--- config.mk ---
export PLATFORM = sky130hd
export DESIGN_NAME = global_bht_update_ctrl
export DESIGN_NICKNAME = d
export VERILOG_FILES = /design/src/rtl/global_bht_update_ctrl_pkg.sv /design/src/rtl/global_bht_update_ctrl_fifo.sv /design/src/rtl/global_bht_update_ctrl.sv
export SDC_FILE = /design/constraint.sdc
export NUM_CORES = 1
export LEC_CHECK = 0
export ABC_AREA = 1
export CELL_PAD_IN_SITES_DETAIL_PLACEMENT = 0
export CELL_PAD_IN_SITES_GLOBAL_PLACEMENT = 1
export CORE_UTILIZATION = 32
export CTS_CLUSTER_SIZE = 12
export DETAILED_ROUTE_END_ITERATION = 8
export PLACE_DENSITY = 0.93
export SLEW_MARGIN = 20
export SYNTH_ARGS = -nofsm -noshare
export SYNTH_HDL_FRONTEND = slang
export SYNTH_SLANG_ARGS = --single-unit
--- constraint.sdc ---
create_clock -name clk -period 6.6 [get_ports clk]
set_input_delay 0.66 -clock clk [delete_from_list [all_inputs] [get_ports clk]]
set_output_delay 0.66 -clock clk [all_outputs]
set_load 0.05 [all_outputs]
--- src/rtl/global_bht_update_ctrl_pkg.sv ---
// Shared types for the gshare global BHT control stage.
package global_bht_update_ctrl_pkg;

    localparam int BHT_LINE_W = 128;

    typedef logic [15:0]             lc3b_word;
    typedef logic [14:0]             lc3b_ghr;
    typedef logic [5:0]              lc3b_bht_offset;
    typedef logic [11:0]             lc3b_global_bht_pattern_index;
    typedef logic [BHT_LINE_W-1:0]   lc3b_bht_line;

    typedef struct packed {
        lc3b_global_bht_pattern_index index;
        lc3b_bht_offset               offset;
        logic                         taken;
    } lc3b_bht_update_req;

    typedef enum logic [1:0] {
        IDLE,
        READ,
        WRITE
    } lc3b_bht_upd_state;

    // 2-bit saturating counter step: 00 SNT, 01 WNT, 10 WT, 11 ST.
    function automatic logic [1:0] sat_update(input logic [1:0] ctr, input logic taken);
        if (taken) begin
            return (ctr == 2'b11) ? 2'b11 : ctr + 2'd1;
        end
        return (ctr == 2'b00) ? 2'b00 : ctr - 2'd1;
    endfunction

endpackage

--- src/rtl/global_bht_update_ctrl_fifo.sv ---
// Resolution buffer: DEPTH entries, registered write, combinational head read.
// A push while full is accepted only if the same cycle pops; a pop while empty is ignored.
module bht_update_fifo
    import global_bht_update_ctrl_pkg::*;
#(
    parameter int DEPTH = 4
) (
    input  logic               clk,
    input  logic               reset,
    input  logic               push,
    input  lc3b_bht_update_req push_data,
    input  logic               pop,
    output lc3b_bht_update_req pop_data,
    output logic               full,
    output logic               empty
);

    localparam int AW = $clog2(DEPTH);

    lc3b_bht_update_req entries [DEPTH];
    logic [AW:0]        wr_ptr;
    logic [AW:0]        rd_ptr;
    logic               wr_en;
    logic               rd_en;

    assign empty    = (wr_ptr == rd_ptr);
    assign full     = (wr_ptr[AW] != rd_ptr[AW]) && (wr_ptr[AW-1:0] == rd_ptr[AW-1:0]);
    assign wr_en    = push && (!full || pop);
    assign rd_en    = pop && !empty;
    assign pop_data = entries[rd_ptr[AW-1:0]];

    always_ff @(posedge clk or posedge reset) begin
        if (reset) begin
            wr_ptr <= '0;
            rd_ptr <= '0;
        end else begin
            if (wr_en) wr_ptr <= wr_ptr + 1'b1;
            if (rd_en) rd_ptr <= rd_ptr + 1'b1;
        end
    end

    // Storage needs no reset: the pointers define which entries are live.
    always_ff @(posedge clk) begin
        if (wr_en) entries[wr_ptr[AW-1:0]] <= push_data;
    end

endmodule

--- src/rtl/global_bht_update_ctrl.sv ---
// Gshare predict hash + GHR, and a 3-cycle read-modify-write retire path for resolved branches.
// Resolutions are buffered; resolve_ready drops only while the buffer is full.
module global_bht_update_ctrl
    import global_bht_update_ctrl_pkg::*;
#(
    parameter int GHR_LEN    = 15,
    parameter int FIFO_DEPTH = 4
) (
    input  logic                         clk,
    input  logic                         reset,
    input  logic                         predict_valid,
    input  lc3b_word                     fetch_pc,
    output logic                         pred_taken,
    output lc3b_global_bht_pattern_index pred_index,
    output lc3b_bht_offset               pred_offset,
    output logic [GHR_LEN-1:0]           pred_ghr,
    input  logic                         resolve_valid,
    output logic                         resolve_ready,
    input  logic                         resolve_taken,
    input  logic                         resolve_mispred,
    input  lc3b_global_bht_pattern_index resolve_index,
    input  lc3b_bht_offset               resolve_offset,
    input  logic [GHR_LEN-1:0]           resolve_ghr,
    output lc3b_global_bht_pattern_index bht_index,
    input  lc3b_bht_line                 bht_rdata,
    output lc3b_global_bht_pattern_index bht_index_in,
    input  lc3b_bht_line                 bht_dataout,
    output logic                         bht_write,
    output lc3b_bht_line                 bht_datain
);

    logic [GHR_LEN-1:0] ghr;
    logic [1:0]         pred_ctr;
    logic               resolve_fire;
    logic               fifo_full;
    logic               fifo_empty;
    logic               fifo_pop;
    lc3b_bht_update_req fifo_head;
    lc3b_bht_update_req push_req;
    lc3b_bht_upd_state  state;
    lc3b_bht_upd_state  state_nxt;
    lc3b_bht_update_req req;
    lc3b_bht_line       line_q;
    lc3b_bht_line       upd_line;
    logic               unused_bits;

    assign pred_index  = fetch_pc[12:1] ^ ghr[11:0];
    assign pred_offset = {fetch_pc[15:13], ghr[GHR_LEN-1 -: 3]};
    assign pred_ctr    = bht_rdata[{pred_offset, 1'b0} +: 2];
    assign pred_taken  = pred_ctr[1];
    assign pred_ghr    = ghr;
    assign bht_index   = pred_index;

    // Bits that fall off the history shift or below the halfword-aligned PC.
    assign unused_bits = resolve_ghr[GHR_LEN-1] ^ fetch_pc[0];

    assign resolve_ready = !fifo_full;
    assign resolve_fire  = resolve_valid && resolve_ready;

    // A mispredict restores the checkpoint and overrides any speculative shift.
    always_ff @(posedge clk or posedge reset) begin
        if (reset) begin
            ghr <= '0;
        end else if (resolve_fire && resolve_mispred) begin
            ghr <= {resolve_ghr[GHR_LEN-2:0], resolve_taken};
        end else if (predict_valid) begin
            ghr <= {ghr[GHR_LEN-2:0], pred_taken};
        end
    end

    assign push_req = '{index: resolve_index, offset: resolve_offset, taken: resolve_taken};

    bht_update_fifo #(
        .DEPTH (FIFO_DEPTH)
    ) u_fifo (
        .clk       (clk),
        .reset     (reset),
        .push      (resolve_fire),
        .push_data (push_req),
        .pop       (fifo_pop),
        .pop_data  (fifo_head),
        .full      (fifo_full),
        .empty     (fifo_empty)
    );

    always_comb begin
        upd_line = bht_dataout;
        upd_line[{req.offset, 1'b0} +: 2] = sat_update(bht_dataout[{req.offset, 1'b0} +: 2], req.taken);
    end

    always_comb begin
        state_nxt    = state;
        fifo_pop     = 1'b0;
        bht_write    = 1'b0;
        bht_index_in = '0;
        case (state)
            IDLE: begin
                if (!fifo_empty) begin
                    fifo_pop  = 1'b1;
                    state_nxt = READ;
                end
            end
            READ: begin
                bht_index_in = req.index;
                state_nxt    = WRITE;
            end
            WRITE: begin
                bht_write    = 1'b1;
                bht_index_in = req.index;
                state_nxt    = IDLE;
            end
            default: state_nxt = IDLE;
        endcase
    end

    always_ff @(posedge clk or posedge reset) begin
        if (reset) begin
            state  <= IDLE;
            req    <= '0;
            line_q <= '0;
        end else begin
            state <= state_nxt;
            if (fifo_pop) req <= fifo_head;
            if (state == READ) line_q <= upd_line;
        end
    end

    assign bht_datain = line_q;

endmodule

==> results of run 1 <==
-- per-stage QoR --
stage	power [mW]	cell area, sq um
6_report	11.8	19700
5_1_grt	12.5	19700
4_1_cts	11.9	19700
3_5_place_dp	10.1	18600
3_3_place_gp	9.98	18600
2_1_floorplan	7.58	14100
-- cell usage after synthesis, types with 2 or more instances --
cell type,instances,area share
a21o_1,8,0.0043
a21oi_1,57,0.020
a31oi_1,12,0.0053
buf_1,8,0.0021
buf_2,19,0.0068
buf_4,25,0.013
buf_6,7,0.0056
clkbuf_1,56,0.015
dfrtp_1,170,0.30
edfxtp_1,76,0.16
ha_1,13,0.012
inv_1,132,0.035
inv_2,7,0.0019
inv_4,2,0.00089
nand2_1,557,0.15
nand2_2,2,0.00089
nand3_1,115,0.041
nand3_2,2,0.0014
nand4_4,2,0.0030
nor2_1,292,0.078
nor2_2,7,0.0031
nor2_4,5,0.0040
nor3_1,12,0.0043
nor3_4,2,0.0023
o211ai_1,9,0.0048
o21a_1,20,0.011
o21ai_0,185,0.066
o21ai_1,8,0.0028
o221ai_1,12,0.0075
o22ai_1,24,0.011
or2_1,7,0.0031
or2_2,11,0.0049
xnor2_1,3,0.0019
xor2_1,16,0.010
-- metal layers --
metal / part of all wire / wire [um]
met3: 0.083 / 4680
met1: 0.39 / 21800
met5: 0.00041 / 23
met4: 0.038 / 2150
met2: 0.49 / 27500
-- cell type report --
| type | count | share of cell area |
|---|---|---|
| Tap cell | 585 | 0.0372 |
| Multi-Input combinational cell | 1385 | 0.325 |
| Sequential cell | 246 | 0.332 |
| Antenna cell | 3 | 0.000381 |
| Clock inverter | 13 | 0.00965 |
| Inverter | 141 | 0.0275 |
| Clock buffer | 43 | 0.0437 |
| Timing Repair Buffer | 446 | 0.225 |
-- worst reg2reg max path, stage by stage, from the launching register on --
cell     delay (ns)
dfrtp_1        1.12
inv_2          0.51
nand3_1        0.24
nand3_1        0.15
nand2_1        0.13
nand3_1        0.13
nand3_1        0.15
nand2_1        0.07
nand2_2        0.09
nand2_1        0.05
nand2_1        0.71
nand3_2        0.26
nor2_4         0.49
nand2_1        0.20
nand2_1        0.10
nand3_1        0.07
nand2_1        0.09
-- final timing paths --
path / from / end / slack, ns
setup / recovery: pred_ghr[12]$_DFFE_PP0P_ / pred_taken / 1.66
hold / removal: reset / bht_datain[6]$_DFFE_PP0N_ / 0.48
setup reg to reg: req[2]$_DFFE_PP0P_ / bht_datain[99]$_DFFE_PP0N_ / 1.96
hold reg to reg: bht_datain[99]$_DFFE_PP0N_ / bht_datain[99]$_DFFE_PP0N_ / 0.48
max in group asynchronous: reset / bht_datain[98]$_DFFE_PP0N_ / 4.85
min in group clk: bht_datain[99]$_DFFE_PP0N_ / bht_datain[99]$_DFFE_PP0N_ / 0.48
-- cell families after synthesis --
logic type      Yosys count  share of synthesized area
xor+xnor                 19                     0.0118
simple gates           1018                      0.298
flops                   246                      0.465
buf+inv                 256                     0.0808
fa+ha+maj                13                     0.0116
compound gates          335                      0.132
-- where the power goes --
| part | total [mW] | leakage [nW] | internal (mW) | switching, mW |
|---|---|---|---|---|
| combinational | 7.33 | 5.09 | 2.10 | 5.23 |
| sequential | 2.75 | 2.77 | 2.21 | 0.543 |
| clock | 1.76 | 0.500 | 1.06 | 0.698 |
| total | 11.8 | 8.35 | 5.37 | 6.47 |
-- registers in the layout (all words and copies together) (netlist names) --
signal	cells
u_fifo.entries	76
u_fifo.rd_ptr	3
u_fifo.wr_ptr	3
bht_datain	128
state	2
req	19
pred_ghr	15
==> results.sh, run 1 <==
export IMPL_outcome="complete, no violations"
export IMPL_crit_arrival_ns=4.28
export IMPL_reg2reg_depth=16
export IMPL_firstDrtPassIters=5
export IMPL_gp_congestion=0.927
export IMPL_worst_slew_pin_slew_ns=1.17
export IMPL_final_common_cell="nand2_1"
export IMPL_met3_usage=0.0584
export IMPL_routed_via_density=5.00
export IMPL_setup_tns_ns=0
export IMPL_htreeDepth=1
export IMPL_power_leakage_nw=8.35
export IMPL_antenna_found_initial=5
export IMPL_ant_nets=0
export IMPL_dp_cells=2803
export IMPL_overflow=0
export IMPL_yosysSeqAreaShare=0.465
export IMPL_utilization=0.456
export IMPL_met2_usage=0.437
export IMPL_fin_worst_skew_ns=0.0187
export IMPL_worst_hold_slack_ns=0.477
export IMPL_slowest_delay_ns=1.01
export IMPL_clock_fmax_ghz=0.203
export IMPL_clockBufferDepth=3
export IMPL_initial_core_util=0.326
export IMPL_ctsHoldBuffers=0
export IMPL_syn_area_per_cell_sq_um=7.45
export IMPL_post_route_period_util=0.748
export IMPL_ys_warn_count=0
export IMPL_cpMaxStageDelayCell="dfrtp_1"
export IMPL_most_common_layout_cells="557 x nand2_1, 432 x clkdlybuf4s50_1, 292 x nor2_1"
export IMPL_dp_hpwl_um=41000
export IMPL_rsz0062_at_grt="no"
export IMPL_ioPinCount=499
export IMPL_synth_seq_cells=246
export IMPL_final_net_count=2574
export IMPL_setup_viol=0
export IMPL_core_area_sq_um=43200
export IMPL_fp_dieH_um=212
export IMPL_synth_area_sq_um=14100
export IMPL_synth_flop_cell="dfrtp_1"
export IMPL_end_kind="output pin"
export IMPL_hp_class="primary input to asynchronous set/reset pin"
export IMPL_worstPathMaxFanout=35
export IMPL_slew_headroom=0.217
export IMPL_grt_busiest_layer="met2"
export IMPL_grt_pass1_vias=14100
export IMPL_instances_no_fill=2862
export IMPL_syn_inst=1887
export IMPL_grt_max_degree=77
export IMPL_hold_viol_final=0
export IMPL_grt_util_met1=0.284
export IMPL_cts_setup_buffers=0
export IMPL_seq_area_sq_um=6540
export IMPL_drc_errors=0
export IMPL_cts_buffers=30
export IMPL_syn_nets=2211
export IMPL_cp_top_family="buffers and inverters"
export IMPL_synthDistinctLibCells=38
export IMPL_clock_sinks=246
export IMPL_slew_viol_final=0
export IMPL_dr_total_vias=14300
export IMPL_cp_buffers_inverters=2
export IMPL_ctsResizeCount=0
export IMPL_drive_gt1_frac=0.0484
export IMPL_synth_edf_count=76
export IMPL_crit_cells=9
export IMPL_clk_pin_slew_worst_paths_ns=0.06
export IMPL_clock_latency_ns=0.59
export IMPL_cts_tree="done"
export IMPL_multiInputGateArea_sq_um=6400
export IMPL_n_fill_cell=4276
export IMPL_portBuffers=432
export IMPL_die_width_um=212
export IMPL_drtIter0Drc=1037
export IMPL_drt_wirelength_per_cell_um=19.6
export IMPL_drv_cap=0
export IMPL_worstPathRequired_ns=5.94
export IMPL_syn2layout_area_growth_pct=40.2
export IMPL_post_route_min_period_ns=4.94
export IMPL_fp_dieArea_sq_um=44800
export IMPL_grt_total_usage=0.245
export IMPL_start_kind="register"
export IMPL_pre_cts_slack_ns=2.15
export IMPL_rows=76
export IMPL_root_buffer="clkbuf_16"
export IMPL_vdd_drop_max_mv=0.326
export IMPL_grt_pass1_wl_um=82900
export IMPL_crit_type="register to output pin"
export IMPL_power_density_nw_per_um2=601
export IMPL_routed_wl_um=56100
export IMPL_timing_final_ws_setup_ns=1.66
export IMPL_crit_chain="inv_1 > o21ai_0 > o22ai_1 > or2_2 > o211ai_1 > o21ai_0 > o211ai_1 > nand2_1 > clkdlybuf4s50_1"
export IMPL_synthArstFlopShare=0.691
(Power assumes the default switching activity.)
==> run 2, diff against run 1 <==
--- a/config.mk
+++ b/config.mk
@@ -8,10 +8,10 @@
 export ABC_AREA = 1
 export CELL_PAD_IN_SITES_DETAIL_PLACEMENT = 0
 export CELL_PAD_IN_SITES_GLOBAL_PLACEMENT = 1
-export CORE_UTILIZATION = 32
+export CORE_UTILIZATION = 29
 export CTS_CLUSTER_SIZE = 12
 export DETAILED_ROUTE_END_ITERATION = 8
-export PLACE_DENSITY = 0.93
+export PLACE_DENSITY = 0.89
 export SLEW_MARGIN = 20
 export SYNTH_ARGS = -nofsm -noshare
 export SYNTH_HDL_FRONTEND = slang
==> constraint.sdc (replaced) <==
create_clock -name clk -period 4.4 [get_ports clk]
set_input_delay 0.44 -clock clk [delete_from_list [all_inputs] [get_ports clk]]
set_output_delay 0.44 -clock clk [all_outputs]
set_load 0.05 [all_outputs]
==> run 2 against run 1 <==
Non-clock buffer count grew 16. Clock-buffer cell count decreased by 2. Die area is 10% higher. Via count increased by 0.59%. Clock power increased by 53%. Sequential share of layout area is 0.36 points lower. Critical path depth increased by 1. Sequential power is 45% higher. Combinational power rose by 56%. Utilization is 3.9 points lower. Critical path type unchanged.
==> results.sh, run 2 (synthesis gave the netlist of run 1 again) <==
export IMPL_final_common_cell="nand2_1"
export IMPL_ctsHoldBuffers=0
export IMPL_die_width_um=222
export IMPL_dp_hpwl_um=43300
export IMPL_p_int_mw=8.27
export IMPL_end_kind="output pin"
export IMPL_drt_wirelength_per_cell_um=19.9
export IMPL_ioPinCount=499
export IMPL_drc_errors=0
export IMPL_portBuffers=432
export IMPL_cts_buffers=30
export IMPL_swShare=0.542
export IMPL_cts_tree="done"
export IMPL_post_route_min_period_ns=3.91
export IMPL_routed_wl_um=57800
export IMPL_seqPwrFrac=0.222
export IMPL_crit_chain="buf_4 > inv_1 > buf_4 > o21ai_0 > o22ai_1 > o21ai_0 > o221ai_1 > o211ai_1 > nand2_1 > clkdlybuf4s50_1"
export IMPL_clock_fmax_ghz=0.255
export IMPL_hold_viol_final=0
export IMPL_hp_class="primary input to asynchronous set/reset pin"
export IMPL_ctsResizeCount=0
export IMPL_power_density_nw_per_um2=907
export IMPL_setup_viol=0
export IMPL_cp_top_family="buffers and inverters"
export IMPL_final_net_count=2590
export IMPL_firstDrtPassIters=5
export IMPL_pre_cts_slack_ns=1.12
export IMPL_grt_total_usage=0.229
export IMPL_drive_gt1_frac=0.0555
export IMPL_cp_buffers_inverters=4
export IMPL_slew_viol_final=0
export IMPL_crit_reg2reg_launch="req[4]$_DFFE_PP0P_"
export IMPL_fin_worst_skew_ns=0.0101
export IMPL_grt_pass1_wl_um=85700
export IMPL_ant_nets=0
export IMPL_fp_dieH_um=222
export IMPL_clockBufferDepth=3
export IMPL_antenna_found_initial=6
export IMPL_worst_slew_pin_slew_ns=0.965
export IMPL_start_kind="register"
export IMPL_rsz0062_at_grt="no"
export IMPL_crit_type="register to output pin"
export IMPL_drv_cap=0
export IMPL_slowest_delay_ns=0.82
export IMPL_clock_latency_ns=0.59
export IMPL_worstPathRequired_ns=3.96
export IMPL_grt_pass1_vias=14300
export IMPL_reg2reg_depth=14
export IMPL_timing_final_ws_setup_ns=0.485
export IMPL_pwr_share_comb=0.630
export IMPL_most_common_layout_cells="557 x nand2_1, 432 x clkdlybuf4s50_1, 292 x nor2_1"
export IMPL_outcome="complete, no violations"
export IMPL_clock_sinks=246
export IMPL_core_area_sq_um=47700
export IMPL_fp_dieArea_sq_um=49300
export IMPL_pwr_share_clk=0.149
export IMPL_worstPathMaxFanout=35
export IMPL_setup_tns_ns=0
export IMPL_r2r_slack_ns=1.10
export IMPL_root_buffer="clkbuf_16"
export IMPL_cts_setup_buffers=0
export IMPL_power_leakage_nw=8.47
export IMPL_routed_via_density=4.95
export IMPL_finalPower_mw=18.1
export IMPL_clk_pin_slew_worst_paths_ns=0.06
export IMPL_dr_total_vias=14400
export IMPL_cpMaxStageDelayCell="clkdlybuf4s50_1"
export IMPL_p_switching_mw=9.79
export IMPL_syn2layout_area_growth_pct=41.7
export IMPL_vdd_drop_max_mv=0.463
export IMPL_rows=80
export IMPL_post_route_period_util=0.890
export IMPL_largest_reg_flops=128
export IMPL_drtIter0Drc=1172
export IMPL_grt_max_degree=156
export IMPL_overflow=0
export IMPL_slew_headroom=0.357
export IMPL_htreeDepth=1
export IMPL_regToRegEndpoint="bht_datain[104]$_DFFE_PP0N_"
export IMPL_initial_core_util=0.294
export IMPL_crit_arrival_ns=3.47
export IMPL_gp_congestion=0.883
[run 2: cell count changes in the layout (fill, tap and decap cells not counted), moves of 2 or more]
| cell | change |
|---|---|
| buf_12 | +3 |
| clkinv_2 | +2 |
| clkbuf_1 | -3 |
| clkbuf_8 | +2 |
| buf_4 | +13 |
[run 2: metal layers]
layer  up-vias  global-route usage  wire length [um]
li1       6862                   -                 -
met1      6749               0.258             21700
met2       656               0.412             29000
met3       122              0.0554              4800
met4         6              0.0930              2180
met5         -                   0                32
[run 2: worst max path at each step]
stage	cells past startpoint	endpoint	slack, ns	start
finish	10	pred_taken	0.49	pred_ghr[12]$_DFFE_PP0P_
floorplan	1	bht_datain[0]$_DFFE_PP0N_	1.79	reset
global route	10	pred_taken	0.23	pred_ghr[12]$_DFFE_PP0P_
CTS	10	pred_taken	0.46	pred_ghr[12]$_DFFE_PP0P_
global placement	10	pred_taken	1.14	pred_ghr[12]$_DFFE_PP0P_
detailed placement	10	pred_taken	1.12	pred_ghr[12]$_DFFE_PP0P_
[run 2: power groups by stage]
stage,clock [mW],combinational (mW),sequential (mW)
after global routing,2.82,12.1,4.10
after global placement,0,11.3,4.00
final,2.69,11.4,4.00
after detailed placement,0,11.4,4.03
after CTS,2.74,11.4,4.01
after floorplan,0,5.37,6.00
[run 2: layout make-up]
| class | count | area (sq um) |
|---|---|---|
| antenna | 3 | 7.51 |
| clock buffer | 41 | 852 |
| clock inverter | 15 | 233 |
| fill | 4812 | 27800 |
| inverter | 141 | 541 |
| multi-input combinational | 1385 | 6390 |
| sequential | 246 | 6540 |
| tap | 615 | 769 |
| timing repair buffer | 462 | 4590 |
[run 2: worst register-to-register path, cell delays in order, from the launching register on]
cell,delay (ns)
dfrtp_1,0.57
inv_1,0.49
nand3_2,0.21
nor3_4,0.25
inv_2,0.17
nand2_4,0.24
inv_2,0.27
nor2_2,0.17
inv_2,0.08
nor2_4,0.10
inv_4,0.09
nor2_1,0.18
a21oi_1,0.09
o21ai_0,0.19
nand2_1,0.08
[run 2: per-stage QoR]
stage | hold WS [ns] | utilization | area [sq um] | instances
4_1_cts | 0.198 | 0.417 | 19900 | 2905
2_1_floorplan | 0.462 | - | 14100 | 1887
3_3_place_gp | 0.463 | 0.394 | 18800 | 2849
6_report | 0.202 | 0.417 | 19900 | 2908
3_5_place_dp | 0.468 | 0.394 | 18800 | 2849
5_1_grt | 0.224 | 0.417 | 19900 | 2907
==> run 3, diff against run 2 <==
--- a/config.mk
+++ b/config.mk
@@ -8,10 +8,11 @@
 export ABC_AREA = 1
 export CELL_PAD_IN_SITES_DETAIL_PLACEMENT = 0
 export CELL_PAD_IN_SITES_GLOBAL_PLACEMENT = 1
-export CORE_UTILIZATION = 29
+export CORE_UTILIZATION = 32
 export CTS_CLUSTER_SIZE = 12
 export DETAILED_ROUTE_END_ITERATION = 8
-export PLACE_DENSITY = 0.89
+export HOLD_SLACK_MARGIN = 0.05
+export PLACE_DENSITY = 0.93
 export SLEW_MARGIN = 20
 export SYNTH_ARGS = -nofsm -noshare
 export SYNTH_HDL_FRONTEND = slang
==> constraint.sdc (replaced) <==
create_clock -name clk -period 4.5 [get_ports clk]
set_input_delay 0.45 -clock clk [delete_from_list [all_inputs] [get_ports clk]]
set_output_delay 0.45 -clock clk [all_outputs]
set_load 0.05 [all_outputs]
==> run 3 against run 2 <==
Clock skew about the same. Non-clock buffer count grew 1. Clock-buffer cell count grew 1. Critical path depth down 1. Die area is 9.3% lower. Critical path type unchanged. First-iteration DRC count up 0.85%. Largest cell class unchanged. Via count up 0.31%. Combinational power fell by 4%. Utilization rose by 4.0 points. Highest routed layer unchanged.
==> results.sh, run 3 (synthesis gave the netlist of run 1 again) <==
export IMPL_ctsResizeCount=0
export IMPL_grt_max_degree=171
export IMPL_routed_wl_um=56200
export IMPL_cpMaxStageDelayCell="clkdlybuf4s50_1"
export IMPL_drtIter0Drc=1182
export IMPL_crit_arrival_ns=3.59
export IMPL_core_area_sq_um=43200
export IMPL_slowest_delay_ns=0.83
export IMPL_pre_cts_slack_ns=1.03
export IMPL_clock_sinks=246
export IMPL_ctsHoldBuffers=0
export IMPL_worstPathMaxFanout=35
export IMPL_rows=76
export IMPL_gp_congestion=0.928
export IMPL_dp_cells=2820
export IMPL_dpl_cell_area_sq_um=18800
export IMPL_die_width_um=212
export IMPL_ioPinCount=499
export IMPL_crit_chain="buf_4 > inv_1 > o21ai_0 > o22ai_1 > o21ai_0 > o21ai_0 > o211ai_1 > nand2_1 > clkdlybuf4s50_1"
export IMPL_initial_core_util=0.326
export IMPL_antenna_found_initial=5
export IMPL_power_leakage_nw=8.39
export IMPL_worst_hold_slack_ns=0.469
export IMPL_clockBufferDepth=3
export IMPL_cts_tree="done"
export IMPL_cts_setup_buffers=0
export IMPL_largest_reg_flops=128
export IMPL_setup_viol=0
export IMPL_power_density_nw_per_um2=879
export IMPL_drive_gt1_frac=0.0529
export IMPL_worst_slew_pin_slew_ns=0.983
export IMPL_rsz0062_at_grt="no"
export IMPL_syn2layout_area_growth_pct=40.5
export IMPL_setup_tns_ns=0
export IMPL_dr_total_vias=14400
export IMPL_routed_via_density=5.02
export IMPL_finish_instance_area_sq_um=19700
export IMPL_grt_pass1_wl_um=83400
export IMPL_drt_wirelength_per_cell_um=19.5
export IMPL_clk_pin_slew_worst_paths_ns=0.06
export IMPL_crit_type="register to output pin"
export IMPL_end_kind="output pin"
export IMPL_cts_buffers=29
export IMPL_post_route_period_util=0.897
export IMPL_htreeDepth=1
export IMPL_crit_path_frequent_cell="o21ai_0"
export IMPL_cp_top_family="buffers and inverters"
export IMPL_drc_errors=0
export IMPL_portBuffers=432
export IMPL_most_common_layout_cells="557 x nand2_1, 432 x clkdlybuf4s50_1, 292 x nor2_1"
export IMPL_outcome="complete, no violations"
export IMPL_utilization=0.457
export IMPL_ant_nets=0
export IMPL_worstPathRequired_ns=4.05
export IMPL_instances_no_fill=2877
export IMPL_grt_pass1_vias=14200
export IMPL_hold_viol_final=0
export IMPL_firstDrtPassIters=5
export IMPL_post_route_min_period_ns=4.04
export IMPL_timing_final_ws_setup_ns=0.464
export IMPL_start_kind="register"
export IMPL_fin_worst_skew_ns=0.0103
export IMPL_final_common_cell="nand2_1"
export IMPL_grt_total_usage=0.246
export IMPL_fp_dieArea_sq_um=44800
export IMPL_dp_hpwl_um=41400
export IMPL_finalPower_mw=17.3
export IMPL_cp_buffers_inverters=3
export IMPL_slew_headroom=0.345
export IMPL_hp_class="primary input to register"
export IMPL_clock_fmax_ghz=0.248
export IMPL_clock_latency_ns=0.58
export IMPL_final_net_count=2590
export IMPL_vdd_drop_max_mv=0.534
export IMPL_root_buffer="clkbuf_16"
export IMPL_drv_cap=0
export IMPL_fp_dieH_um=212
export IMPL_overflow=0
export IMPL_slew_viol_final=0
## run 3: cell types whose count changed in the layout (fill, tap and decap cells not counted), sizes merged
cell,delta
clkinv,-5
bufinv,-2
clkinvlp,+2
buf,+1
clkbuf,+1
diode,+1
inv,+1
## run 3: worst min-delay path, stage by stage
cell             delay [ns]
clkdlybuf4s50_1        0.39
nand2_1                0.07
o211ai_1               0.08
## run 3: worst paths after layout
path                                             start                            to  slack (ns)  depth (start not counted)
max                           pred_ghr[12]$_DFFE_PP0P_                    pred_taken        0.46                          9
min                                     resolve_ghr[9]      pred_ghr[10]$_DFFE_PP0P_        0.47                          3
max reg2reg                         req[2]$_DFFE_PP0P_    bht_datain[21]$_DFFE_PP0N_        1.03                         16
min reg2reg                bht_datain[104]$_DFFE_PP0N_   bht_datain[104]$_DFFE_PP0N_        0.48                          2
max in group asynchronous                        reset   bht_datain[111]$_DFFE_PP0N_        3.26                          3
min in group asynchronous                        reset  u_fifo.wr_ptr[0]$_DFFE_PP0P_        0.54                          3
## run 3: final cells by class
| cell class | count | area [sq um] |
|---|---|---|
| Clock buffer | 42 | 805 |
| Multi-Input combinational cell | 1385 | 6390 |
| Clock inverter | 11 | 144 |
| Inverter | 141 | 541 |
| Sequential cell | 246 | 6540 |
| Antenna cell | 4 | 10.0 |
| Fill cell | 4260 | 23400 |
| Timing Repair Buffer | 463 | 4580 |
| Tap cell | 585 | 732 |
## run 3: routing by layer
| metal | global-route usage | share of wire | vias up |
|---|---|---|---|
| met4 | 0.0982 | 0.041 | 4 |
| met2 | 0.437 | 0.49 | 650 |
| li1 | - | - | 6859 |
| met5 | 0 | 0.00039 | - |
| met3 | 0.0605 | 0.089 | 127 |
| met1 | 0.282 | 0.38 | 6799 |
## run 3: report_power, final
group / switching (mW) / internal, mW / total [mW] / leakage, nW
Combinational: 7.80 / 3.23 / 11.0 / 5.17
Clock: 0.987 / 1.41 / 2.40 / 0.450
Sequential: 0.675 / 3.24 / 3.92 / 2.77
Total: 9.46 / 7.89 / 17.3 / 8.39
